[src/rtl/dsp_t1_mode_bits_loader.sv]
// Byte-stream loader for the 93-bit DSP mode word.
// Bytes collect in a shadow register and reach the cfg outputs only through one atomic commit.
module dsp_t1_mode_bits_loader #(
    parameter bit AUTO_COMMIT     = 1'b1,
    parameter bit CHECK_FRACTURED = 1'b1
) (
    input  logic        clock_i,
    input  logic        reset_n_i,
    input  logic [7:0]  data_i,
    input  logic        valid_i,
    output logic        ready_o,
    input  logic        commit_i,
    input  logic        abort_i,
    output logic [79:0] coeff_o,
    output logic        f_mode_o,
    output logic [2:0]  output_select_o,
    output logic        saturate_enable_o,
    output logic [5:0]  shift_right_o,
    output logic        round_o,
    output logic        register_inputs_o,
    output logic        cfg_valid_o,
    output logic        cfg_update_o,
    output logic        busy_o,
    output logic        err_o
);

    typedef enum logic [1:0] {IDLE, SHIFT, PENDING, COMMIT} state_t;

    state_t      state_q, state_d;
    logic [3:0]  byteCnt_q, byteCnt_d;
    logic [92:0] shadow_q, shadow_d;
    logic [92:0] cfg_q, cfg_d;
    logic        cfgValid_q, cfgValid_d;
    logic        update_q, update_d;
    logic        err_q, err_d;

    logic        abortHit;
    logic        accept;
    logic [92:0] wordFull;
    logic        fracBad;
    logic        wordBad;

    assign ready_o  = reset_n_i && ((state_q == IDLE) || (state_q == SHIFT));
    assign abortHit = abort_i && ((state_q == SHIFT) || (state_q == PENDING));
    assign accept   = valid_i && ready_o && !abortHit;

    // The word as it will look once the byte on data_i (byte 11) lands.
    assign wordFull = {data_i[4:0], shadow_q[87:0]};

    always_comb begin
        fracBad = 1'b0;
        for (int n = 0; n < 4; n++) begin
            if (wordFull[20*n+10 +: 10] != 10'd0) fracBad = 1'b1;
        end
        wordBad = (data_i[7:5] != 3'd0) || (CHECK_FRACTURED && wordFull[80] && fracBad);
    end

    always_comb begin
        state_d    = state_q;
        byteCnt_d  = byteCnt_q;
        shadow_d   = shadow_q;
        cfg_d      = cfg_q;
        cfgValid_d = cfgValid_q;
        update_d   = 1'b0;
        err_d      = 1'b0;

        if (accept) begin
            if (byteCnt_q == 4'd11) shadow_d[92:88] = data_i[4:0];
            else                    shadow_d[{byteCnt_q, 3'b000} +: 8] = data_i;
        end

        case (state_q)
            IDLE: begin
                if (accept) begin
                    state_d   = SHIFT;
                    byteCnt_d = 4'd1;
                end
            end
            SHIFT: begin
                if (abortHit) begin
                    state_d   = IDLE;
                    byteCnt_d = 4'd0;
                end else if (accept) begin
                    if (byteCnt_q == 4'd11) begin
                        byteCnt_d = 4'd0;
                        if (wordBad) begin
                            err_d   = 1'b1;
                            state_d = IDLE;
                        end else begin
                            state_d = PENDING;
                        end
                    end else begin
                        byteCnt_d = byteCnt_q + 4'd1;
                    end
                end
            end
            PENDING: begin
                if (abortHit)                     state_d = IDLE;
                else if (AUTO_COMMIT || commit_i) state_d = COMMIT;
            end
            COMMIT: begin
                cfg_d      = shadow_q;
                update_d   = 1'b1;
                cfgValid_d = 1'b1;
                state_d    = IDLE;
            end
            default: state_d = IDLE;
        endcase
    end

    always_ff @(posedge clock_i or negedge reset_n_i) begin
        if (!reset_n_i) begin
            state_q    <= IDLE;
            byteCnt_q  <= 4'd0;
            shadow_q   <= '0;
            cfg_q      <= '0;
            cfgValid_q <= 1'b0;
            update_q   <= 1'b0;
            err_q      <= 1'b0;
        end else begin
            state_q    <= state_d;
            byteCnt_q  <= byteCnt_d;
            shadow_q   <= shadow_d;
            cfg_q      <= cfg_d;
            cfgValid_q <= cfgValid_d;
            update_q   <= update_d;
            err_q      <= err_d;
        end
    end

    assign coeff_o           = cfg_q[79:0];
    assign f_mode_o          = cfg_q[80];
    assign output_select_o   = cfg_q[83:81];
    assign saturate_enable_o = cfg_q[84];
    assign shift_right_o     = cfg_q[90:85];
    assign round_o           = cfg_q[91];
    assign register_inputs_o = cfg_q[92];
    assign cfg_valid_o       = cfgValid_q;
    assign cfg_update_o      = update_q;
    assign busy_o            = (state_q != IDLE);
    assign err_o             = err_q;

endmodule
[config.mk]
export PLATFORM = sky130hd
export DESIGN_NAME = dsp_t1_mode_bits_loader
export DESIGN_NICKNAME = d
export VERILOG_FILES = /design/src/rtl/dsp_t1_mode_bits_loader.sv
export SDC_FILE = /design/constraint.sdc
export NUM_CORES = 1
export LEC_CHECK = 0
export ABC_CLOCK_PERIOD_IN_PS = 3500
export BUFFER_PORTS_ARGS = -buffer_cell sky130_fd_sc_hd__buf_2
export CAP_MARGIN = 40
export CORE_MARGIN = 10
export CORE_UTILIZATION = 64
export CTS_BUF_LIST = sky130_fd_sc_hd__clkbuf_8
export CTS_CLUSTER_SIZE = 40
export DETAILED_ROUTE_END_ITERATION = 8
export PLACE_DENSITY = 0.94
export RECOVER_POWER = 25
export SYNTH_ARGS = -nofsm -noshare
export SYNTH_HDL_FRONTEND = slang
export SYNTH_SLANG_ARGS = --single-unit
[constraint.sdc]
create_clock -name clock_i -period 3.5 [get_ports clock_i]
set_input_delay 0.175 -clock clock_i [delete_from_list [all_inputs] [get_ports clock_i]]
set_output_delay 0.175 -clock clock_i [all_outputs]
set_load 0.01 [all_outputs]
# ---- Yosys cells after proc, flatten, opt, wreduce, memory -nomap -nowiden
# Index checks and enable logic that the tools add are counted.
dict set report word_totals {
  register_bits 195
  latch_bits 0
  mem_bits_rw 0
  romBits 0
  mem_count 0
}
dict set report classes {
  addsub 2
  mul 0
  div_mod_pow 0
  magnitude_cmp 0
  eq_ne 7
  n_shift 2
  n_mux 24
  bitwise 1
  reduce_logical 20
}
# cell count
set op_table {}
lappend op_table {{$bwmux W93} 1}
lappend op_table {{$shift A8 B9 Y93 const A} 1}
lappend op_table {{$shiftx A8 B9 Y93} 1}
lappend op_table {{$reduce_bool A10 Y1} 4}
lappend op_table {{$mux W4} 4}
lappend op_table {{$mux W2} 6}
lappend op_table {{$mux W1} 10}
lappend op_table {{$neg A7 Y9} 1}
lappend op_table {{$pmux W2 S4} 1}
lappend op_table {{$pmux W4 S2} 1}
lappend op_table {{$reduce_and A3 Y1} 2}
lappend op_table {{$logic_and A1 B1 Y1} 5}
lappend op_table {{$mux W5} 1}
lappend op_table {{$add A4 B1 Y4 const B} 1}
lappend op_table {{$eq A2 B2 Y1 const B} 2}
lappend op_table {{$eq A4 B4 Y1 const B} 1}
lappend op_table {{$reduce_bool A2 Y1} 2}
lappend op_table {{$logic_or A1 B1 Y1} 3}
lappend op_table {{$ne A3 B2 Y1 const B} 1}
lappend op_table {{$ne A3 B3 Y1 const B} 1}
lappend op_table {{$reduce_bool A3 Y1} 1}
lappend op_table {{$eq A2 B1 Y1 const B} 1}
lappend op_table {{$logic_not A2 Y1} 1}
lappend op_table {{$ne A2 B2 Y1 const B} 1}
lappend op_table {{other kinds (3)} 3}

# ---- Logic depth before layout (Yosys ltp)
dict set report logic_depth {
  ltp_word 12
  ltp_mapped 8
}

# ---- Worst setup path before layout
# Ideal clock, no wire load.
dict set report synth_timing {
  path_type {register to register}
  from {register state_q[0]}
  to {register shadow_q[72]}
  t_arrival_ns 1.943
  required_time_ns 3.375
  setup_slack_ns 1.432
  path_stages_with_launch 9
  n_path_buf 2
  path_cell_list {dfrtp_1 > inv_1 > ha_1 > nand2_1 > buf_2 > nand4_1 > o21ba_2 > buf_2 > mux2_2}
}
dict set report synth_via {
  elab_chain_len 6
}
# element line_no
set synth_rtl {}
lappend synth_rtl {{start, declared} 29} ;# state_t state_q, state_d;
lappend synth_rtl {{start signal, assigned} 121} ;# state_q <= state_d;
lappend synth_rtl {{$eq A2 B1 Y1, or another cell as far along} {43, 44}}
lappend synth_rtl {{$logic_or A1 B1 Y1, on equally long branches} {43, 44}}
lappend synth_rtl {{$logic_and A1 B1 Y1, on equally long branches} {43, 44}}
lappend synth_rtl {{$logic_and A1 B1 Y1 / $logic_not A1 Y1 (equally long branches)} 45} ;# assign accept = valid_i && ready_o && !abortHit;
lappend synth_rtl {{$logic_and A1 B1 Y1 *} 45}
lappend synth_rtl {{$reduce_and A2 Y1 (no source line) *} --}
lappend synth_rtl {{end signal, assigned} 123} ;# shadow_q <= shadow_d;
lappend synth_rtl {{end, declared} 31} ;# logic [92:0] shadow_q, shadow_d;
# Mark *: on every way between the ends. The rest lies on a longest branch, timed or not.
# A chain may end at the register's enable or synchronous reset.

# ---- Worst setup path in the final report
dict set report layout_timing {
  from {register byteCnt_q[0]}
  to {register shadow_q[1]}
}
dict set report layout_via {
  elab_chain_len 3
}
# element line_no
set layout_rtl {}
lappend layout_rtl {{start, declared} 30} ;# logic [3:0] byteCnt_q, byteCnt_d;
lappend layout_rtl {{start signal, assigned} 122} ;# byteCnt_q <= byteCnt_d;
lappend layout_rtl {{$neg A7 Y9 / $eq A4 B4 Y1 (equally long branches)} {69, 68}}
lappend layout_rtl {{$shiftx A8 B9 Y93, or another cell as far along} 69} ;# else shadow_d[{byteCnt_q, 3'b000} +: 8] = data_i;
lappend layout_rtl {{$bwmux W93 / $reduce_and A2 Y1 (equally long branches)} --}
# Several ways; a longest one is shown, not always the timed one.

==> metrics <==
num rows 40; crit-path max FO 16; clock sink count 195; global route overflow 0; R2R Path End shadow_q[1]; min-delay worst type in -> reg; Avg Cell Area, Syn 15.1 um^2; fin nets 668; RSZ-0062 raised after global routing no; first-pass GRT wire length 30.4 mm; ys async rst share 100%; Syn Nets 557; Power Density 726 mW/mm^2; Synth Warn # 0; critical path capture point type flip-flop; Synth Instances 535; H-tree depth 4; leakage 0.00479 uW; initial antenna violation count 0; r2r worst-path depth 6; Req. time, crit path 3.86 ns; fmax 0.346 GHz; GRT busiest layer met2; DRT antenna net count 0; fin crit period 2.89 ns; later-pin clock latency in the skew report 0.48 ns; area delta synth->final 14.2%; total number of vias 5060; Tcrit/Tclk final 82.7%; Most used DFF post-synth dfrtp_1; worst r2r src byteCnt_q[0]; Synth area leader dfrtp_1; hold worst-path end shadow_q[90]; met3 usage 5.91%; largest net degree at the start of global routing 60; vias in the first global route 5479; final wirelength 19.2 mm; Placer Congestion 0.854; count of different cell masters after synthesis 55; GR Layer Usage met1 26.1%; core footprint 0.0122 mm^2; crit path kind reg -> reg; wire per inst 23.3 um; share of cells above drive strength 1 46.7%; most frequent cell after synthesis dfrtp_1; CTS Buf Count 17; number of flops mapped to enable cells by yosys 0; Setup Fix Bufs, Post-CTS 0; CTS Root Cell clkbuf_8; routed vias/inst 6.12; met2 Usage GRT 36.2%; Die W 132 um; cts hold-fix bufs 1; Ant. Diodes 0; post-cts gate resize count 0; post-synthesis sequential area ratio 60.6%; Iteration-0 DRC Markers 571; reg-to-reg slack, setup 0.61 ns; post-synth top area share 60.6%; # IOs 111; HP Start data_i[2]; Post-route DRC 0; Commonest cells post-synth 195 x dfrtp_1, 165 x mux2_2, 16 x mux2_4, 12 x and3_1, 12 x inv_1; Worst Tran Pin Value 2.04 ns; max_cap viols 2; Port Buffers 109; Initial Util 66.2%; DPL Wire Length 12.7 mm; Worst setup SP type flip-flop; setup tns final 0 ns; Synth Cell Area 0.00806 mm^2; final setup vio count 0; DR pass1 iterations 5; top post-synthesis cells by area dfrtp_1 61%, mux2_2 23%, mux2_4 3.0%; GRT Total Usage 22.0%; CTS tree built; clk_skew 0.0190 ns; worst vdd ir 0.487 mV; Worst EP arrival 3.25 ns; WHS Path Cells 3; slew margin rel. -35.7%; Design Power 6680 uW; failing checks capacitance limit, slew limit; height of the die 132 um; outcome complete, but fails checks; FF+latch count, synth 195; Reg clk slew, reported paths 0.10 ns; worst-case clock buffer depth 2; Fillers 707; final hold violations 0; Slew Viols, Final 77; die footprint 0.0175 mm^2
registers in the layout, indices dropped and copies added, names as in the netlist:
| name | cells |
|---|---|
| cfg_update_o | 1 |
| err_o | 1 |
| cfg_q | 93 |
| cfg_valid_o | 1 |
| state_q | 2 |
| shadow_q | 93 |
| byteCnt_q | 4 |
placed cells by master (no fill, tap or decap), types with 5 or more instances in the layout:
master	count
dfrtp_1	195
mux2_2	165
buf_2	72
clkbuf_1	37
clkbuf_8	19
mux2_4	16
inv_1	12
and3_1	12
nor4_1	11
nand2_1	10
and2_1	9
ha_1	9
nor2_2	6
mux2i_1	6
nor2_1	5
bufinv_16	5
stage by stage:
step / util (%) / hold WS (ns) / std cells / setup slack, ns / cell area, um^2
finish: 75.6 / 0.0826 / 827 / 0.606 / 9200
global route: 75.6 / 0.0775 / 827 / 0.466 / 9200
CTS: 76.2 / 0.0509 / 827 / 0.682 / 9260
detailed placement: 72.2 / 0.161 / 794 / 0.708 / 8780
global placement: 71.9 / 0.153 / 793 / 0.873 / 8750
floorplan: - / -0.121 / 535 / 1.43 / 8060
logic make-up (layout without fill, tap and decap cells):
group | count (synthesis) | after routing | share of synthesized area [%]
mux | 187 | 187 | 26.8
buf+inv | 34 | 158 | 2.03
simple gates | 83 | 83 | 6.42
compound gates | 27 | 27 | 2.78
fa+ha+maj | 9 | 9 | 1.40
flops | 195 | 195 | 60.6
how the worst max path moves through the flow:
stage	startpoint	to
after floorplan	state_q[0]	shadow_q[72]
after global placement	byteCnt_q[0]	shadow_q[3]
after detailed placement	byteCnt_q[0]	shadow_q[1]
after CTS	byteCnt_q[0]	shadow_q[1]
after global routing	byteCnt_q[0]	shadow_q[1]
final	byteCnt_q[0]	shadow_q[1]
layer usage:
layer,vias to the layer above,wire length [um]
li1,2150,-
met1,2606,7590
met2,246,9670
met3,58,1300
met4,0,678
met5,-,0
cell type report:
type	instances	area, um^2	share of cell area, %
clock buffer	18	248	2.69
sequential	195	4880	53.0
timing repair buffer	114	578	6.28
multi-input combinational	306	3010	32.7
clock inverter	14	228	2.48
tap	168	210	2.28
inverter	12	45.0	0.490
power breakdown:
part	switching, uW	total [uW]	internal, uW
combinational	881	1720	835
sequential	452	3260	2800
clock	824	1700	880
total	2160	6680	4520
worst max-delay path, cell delays in order (launching register included):
cell and delay [ns]:
dfrtp_1 0.65, inv_1 0.24, ha_1 0.50, nor2_1 0.17, nand4_2 0.16, or3b_1 0.65, mux2_4 0.40
No activity file was read; power rests on OpenSTA's default activity.
